File: src/rtl/fetch_pkg.sv
// Shared definitions for the instruction-fetch front end.
package fetch_pkg;

    localparam int PC_STEP  = 4;
    localparam int XLEN_DEF = 32;

    typedef struct packed {
        logic [XLEN_DEF-1:0] pc;
        logic [XLEN_DEF-1:0] instr;
        logic                parity;
    } fetch_entry_t;

    // Even parity (XOR reduction); narrower words are zero-extended by the caller.
    function automatic logic parity64(input logic [63:0] word);
        return ^word;
    endfunction

endpackage

File: src/rtl/fetch_fifo.sv
// Circular buffer for fetched entries. Pointers carry an extra wrap bit so
// full and empty are distinguished without a separate counter.
module fetch_fifo
    import fetch_pkg::*;
#(
    parameter int  DEPTH   = 4,
    parameter type entry_t = fetch_entry_t,
    localparam int AW      = $clog2(DEPTH)
) (
    input  logic     clk,
    input  logic     rst_n,
    input  logic     push,
    input  logic     pop,
    input  logic     flush,
    input  entry_t   wr_data,
    output entry_t   head,
    output logic [AW:0] count
);

    entry_t        mem_q [DEPTH];
    logic [AW:0]   wr_q;
    logic [AW:0]   rd_q;

    // Storage needs no reset; only slots between rd and wr are ever observed.
    always_ff @(posedge clk) begin
        if (push && !flush) begin
            mem_q[wr_q[AW-1:0]] <= wr_data;
        end
    end

    // Pointer update; flush empties the buffer regardless of push/pop.
    always_ff @(posedge clk or negedge rst_n) begin
        if (!rst_n) begin
            wr_q <= '0;
            rd_q <= '0;
        end else if (flush) begin
            wr_q <= '0;
            rd_q <= '0;
        end else begin
            if (push) wr_q <= wr_q + (AW+1)'(1);
            if (pop)  rd_q <= rd_q + (AW+1)'(1);
        end
    end

    assign count = wr_q - rd_q;
    assign head  = mem_q[rd_q[AW-1:0]];

endmodule

File: src/rtl/fetch_unit.sv
// Decoupled instruction-fetch stage: PC register, push/pop/redirect
// arbitration into a small entry buffer, and the misaligned-redirect flag.
module fetch_unit
    import fetch_pkg::*;
#(
    parameter int              XLEN      = 32,
    parameter int              BUF_DEPTH = 4,
    parameter logic [XLEN-1:0] RESET_PC  = '0,
    localparam int             CW        = $clog2(BUF_DEPTH) + 1
) (
    input  logic            clk,
    input  logic            rst,
    input  logic            fetch_en,
    output logic [XLEN-1:0] imem_addr,
    input  logic [XLEN-1:0] imem_data,
    input  logic            redirect_valid,
    input  logic [XLEN-1:0] redirect_target,
    output logic            redirect_misalign,
    output logic            out_valid,
    input  logic            out_ready,
    output logic [XLEN-1:0] out_pc,
    output logic [XLEN-1:0] out_instr,
    output logic            out_parity,
    output logic [CW-1:0]   buf_count
);

    typedef struct packed {
        logic [XLEN-1:0] pc;
        logic [XLEN-1:0] instr;
        logic            parity;
    } entry_t;

    logic [XLEN-1:0] pc_q, pc_d;
    logic            misalign_q;
    entry_t          last_q;
    entry_t          head;
    entry_t          out_entry;
    entry_t          wr_entry;
    logic            pop;
    logic            push;
    logic            full;

    assign pop  = out_valid && out_ready;
    assign full = (buf_count == CW'(BUF_DEPTH));
    // A pop frees a slot in the same cycle, so a full buffer can still accept.
    assign push = fetch_en && !redirect_valid && (!full || pop);

    assign wr_entry = '{pc: pc_q, instr: imem_data, parity: parity64(64'(imem_data))};

    fetch_fifo #(
        .DEPTH   (BUF_DEPTH),
        .entry_t (entry_t)
    ) u_fifo (
        .clk     (clk),
        .rst_n   (rst),
        .push    (push),
        .pop     (pop),
        .flush   (redirect_valid),
        .wr_data (wr_entry),
        .head    (head),
        .count   (buf_count)
    );

    // Next PC: redirect wins, otherwise advance only when a word is pushed.
    always_comb begin
        pc_d = pc_q;
        if (redirect_valid) begin
            pc_d = {redirect_target[XLEN-1:2], 2'b00};
        end else if (push) begin
            pc_d = pc_q + XLEN'(PC_STEP);
        end
    end

    // PC, misalign pulse and the last-shown output entry.
    always_ff @(posedge clk or negedge rst) begin
        if (!rst) begin
            pc_q       <= RESET_PC;
            misalign_q <= 1'b0;
            last_q     <= '0;
        end else begin
            pc_q       <= pc_d;
            misalign_q <= redirect_valid && (|redirect_target[1:0]);
            last_q     <= out_entry;
        end
    end

    // When empty, outputs freeze on whatever the head showed last.
    assign out_valid = (buf_count != '0);
    assign out_entry = out_valid ? head : last_q;

    assign imem_addr         = pc_q;
    assign out_pc            = out_entry.pc;
    assign out_instr         = out_entry.instr;
    assign out_parity        = out_entry.parity;
    assign redirect_misalign = misalign_q;

endmodule
File: config.mk
export PLATFORM = sky130hd
export DESIGN_NAME = fetch_unit
export DESIGN_NICKNAME = d
export VERILOG_FILES = /design/src/rtl/fetch_pkg.sv /design/src/rtl/fetch_fifo.sv /design/src/rtl/fetch_unit.sv
export SDC_FILE = /design/constraint.sdc
export NUM_CORES = 1
export LEC_CHECK = 0
export BUFFER_PORTS_ARGS = -buffer_cell sky130_fd_sc_hd__buf_2
export CAP_MARGIN = 20
export CORE_MARGIN = 4
export CORE_UTILIZATION = 45
export DETAILED_ROUTE_END_ITERATION = 6
export SLEW_MARGIN = 10
export SYNTH_ARGS = -nofsm -noshare
export SYNTH_HDL_FRONTEND = slang
export SYNTH_SLANG_ARGS = --single-unit
export TNS_END_PERCENT = 1
File: constraint.sdc
create_clock -name clk -period 5.1 [get_ports clk]
set_clock_uncertainty 0.1 [all_clocks]
set_input_delay 0.255 -clock clk [delete_from_list [all_inputs] [get_ports clk]]
set_output_delay 0.255 -clock clk [all_outputs]
set_load 0.1 [all_outputs]
==> impl_metrics.yaml <==
cts:
  clk_path_buf_depth: 3
  ctsResizeCount: 0
  cts_buffers: 38
  clk_pin_slew_ns: 0.06
  clock-root-buffer: "clkbuf_16"
  cts_tree: "built"
  cts_setup_buffers: 0
  clk_latency_ns: 0.52
  htree_levels: 2
  cts_sinks: 354
synthesis:
  yosysTopAreaCell: "edfxtp_1"
  synthCells: 762
  synthTopCellsByArea: "edfxtp_1 54%, dfrtp_1 18%, mux4_2 10%, mux2_2 5.3%, xnor2_1 2.0%"
  synth_top_area_share_pct: 53.5
  synth_commonest_cells: "252 x edfxtp_1, 102 x dfrtp_1, 67 x mux2_2"
  synth_edf_count: 252
  ys_ff_latch: 354
  ys.flop_type: "edfxtp_1"
  synthArstFlopShare_pct: 28.8
  ys_seq_area_share_pct: 71.6
  synth_cell_types: 36
  synth_most_common_cell: "edfxtp_1"
  ys_warn_count: 0
  synth_area_per_cell_um2: 18.6
  syn-cell-area_mm2: 0.0141
worst_setup_path:
  crit_top_cell: "inv_1"
  arrival_ns: 3.68
  cpPeakStageDelay_ns: 0.43
  critical_path_peak_fanout: 32
  crit_family: "buffers and inverters"
  crit_slowest_cell: "clkinv_2"
  crit_path_end_kind: "output pin"
  critical_path_depth: 10
  reg2regPathDepth: 8
  r2r-end: "u_fifo.mem_q[3][40]$_DFFE_PP_"
  rrSetupSlack_ns: 1.93
  crit_path_start_kind: "register"
  cp_cell_sequence: "inv_1 -> ha_1 -> fa_1 -> xnor3_2 -> inv_1 -> nor2_1 -> clkinv_2 -> buf_4 -> mux2_2 -> buf_2"
  worstSetupPathType: "reg2out"
  rr_startpoint: "u_fifo.wr_q[0]$_DFFE_PN0P_"
  crit_buf_inv: 5
  cp.required_ns: 4.74
hold_path:
  hold_path.class: "in2reg"
  whs_path_depth: 4
  hold_start: "out_ready"
  hold_end: "u_fifo.rd_q[2]$_DFFE_PN0P_"
sta:
  fin_crit_sh_pct: 79.1
  setup_violations: 0
  period_minus_slack_ns: 4.03
  setup_tns_ns: 0
  max_freq_mhz: 248
  tightest_slew_ns: 1.06
  max_slew_margin_pct: 29.7
  final-max-slew-violation-count: 0
  final-hold-violation-count: 0
  rsz0062_at_grt: "false"
die:
  die_area_mm2: 0.0343
  core-area_mm2: 0.0308
  fp-row-count: 64
  fp.dieW_um: 185
  die_h_um: 185
  start_util_pct: 45.9
  ios: 171
placement:
  gp_congestion: 0.711
  place_area_mm2: 0.0152
  place_hpwl_um: 16600
  io_buffers: 168
drt:
  ant_nets: 0
  dr.pass1.iters: 6
  drc: 0
  wl_per_cell_um: 20.9
  drt_wl_total_um: 29400
  drtIter0Drc: 349
  vias_per_cell: 5.21
  vias: 7341
finish:
  fillers: 2438
  finalInstanceArea_mm2: 0.0171
  area_delta_synth_final_pct: 21.0
  nets: 1059
  drive_above_1_share_pct: 36.9
run:
  cap_violations: 0
global_route:
  grt.total_usage_pct: 17.2
  antenna_found_initial: 1
  grt_overflow_total: 0
  grt_pass1_wl_um: 45500
  grt_max_degree: 66
  grt_pass1_vias: 7826
outcome:
  status: "complete, no violations"
-- sequential cells by signal, indices dropped and copies added, names as in the netlist --
register	cells
last_q	65
imem_addr	30
u_fifo.rd_q	3
redirect_misalign	1
u_fifo.mem_q	252
u_fifo.wr_q	3
-- worst min-delay path, delay by kind of cell --
family | cells | cell delay (ns)
xor gates and xnor gates | 1 | 0.06
buffers and inverters | 1 | 0.13
and+or+nand+nor | 2 | 0.16
-- through the flow --
step / cells / hold WS, ns / util, % / setup WS [ns]
2_1_floorplan: 763 / -0.141 / - / 1.29
3_3_place_gp: 1270 / 0.320 / 49.2 / 1.61
3_5_place_dp: 1270 / 0.321 / 49.2 / 1.54
4_1_cts: 1406 / 0.0125 / 55.3 / 0.997
5_1_grt: 1408 / 0.0694 / 55.5 / 0.785
6_report: 1409 / 0.0333 / 55.5 / 1.07
-- per-layer routing --
layer / routed length [um] / share of wire (%) / up-vias / GRT usage, %
met4: 536 / 1.8 / 0 / 4.14
met1: 13000 / 44 / 3761 / 23.4
met5: 0 / 0 / - / 0
li1: - / - / 3339 / -
met2: 14500 / 49 / 195 / 29.1
met3: 1430 / 4.9 / 46 / 3.06
-- placed cells by master, fill, tap and decap left out, drive strengths merged, types with 5 or more instances in the layout --
cell,n
nand3,13
buf,178
ha,7
xor2,31
dlygate4sd3,66
nand2,37
nor2,10
inv,5
o21ai,26
and2,9
edfxtp,252
and3,8
nand4,14
mux2,67
mux4,63
xnor2,33
dfrtp,102
clkinv,8
clkbuf,59
-- worst max-delay path by stage --
| stage | from | to |
|---|---|---|
| floorplan | u_fifo.wr_q[0]$_DFFE_PN0P_ | out_pc[22] |
| global placement | u_fifo.rd_q[0]$_DFFE_PN0P_ | out_instr[16] |
| detailed placement | u_fifo.rd_q[0]$_DFFE_PN0P_ | out_instr[0] |
| CTS | u_fifo.rd_q[0]$_DFFE_PN0P_ | out_instr[0] |
| global route | u_fifo.wr_q[0]$_DFFE_PN0P_ | out_instr[16] |
| finish | u_fifo.wr_q[0]$_DFFE_PN0P_ | out_instr[0] |
-- area by class of cell --
class                   count  area [um2]  area share (%)
flip-flops and latches    354       10100            59.2
multi-input cells         338        3620            21.1
repair buffers            244        1620            9.46
clock buffers              59        1120            6.57
well taps                 396         495            2.90
clock inverters            11         106           0.621
inverters                   6        23.8           0.139
diodes                      1        2.50          0.0146
-- repair_timing --
action                                  CTS  global route
endpoints found under the setup margin    0             0
hold endpoints to repair                218             0
hold buffers                             66             0
-- logic make-up after synthesis --
group	count (synthesis)	synth area share, %
xor+xnor	65	4.13
mux	132	15.5
simple gates	102	3.95
fa+ha+maj	8	0.761
compound gates	29	1.10
other cells	1	0.0265
buf+inv	71	2.96
flops	354	71.6
Power is not shown: default switching activity piles up to over one toggle a cycle in this logic, so the estimate is an artifact.
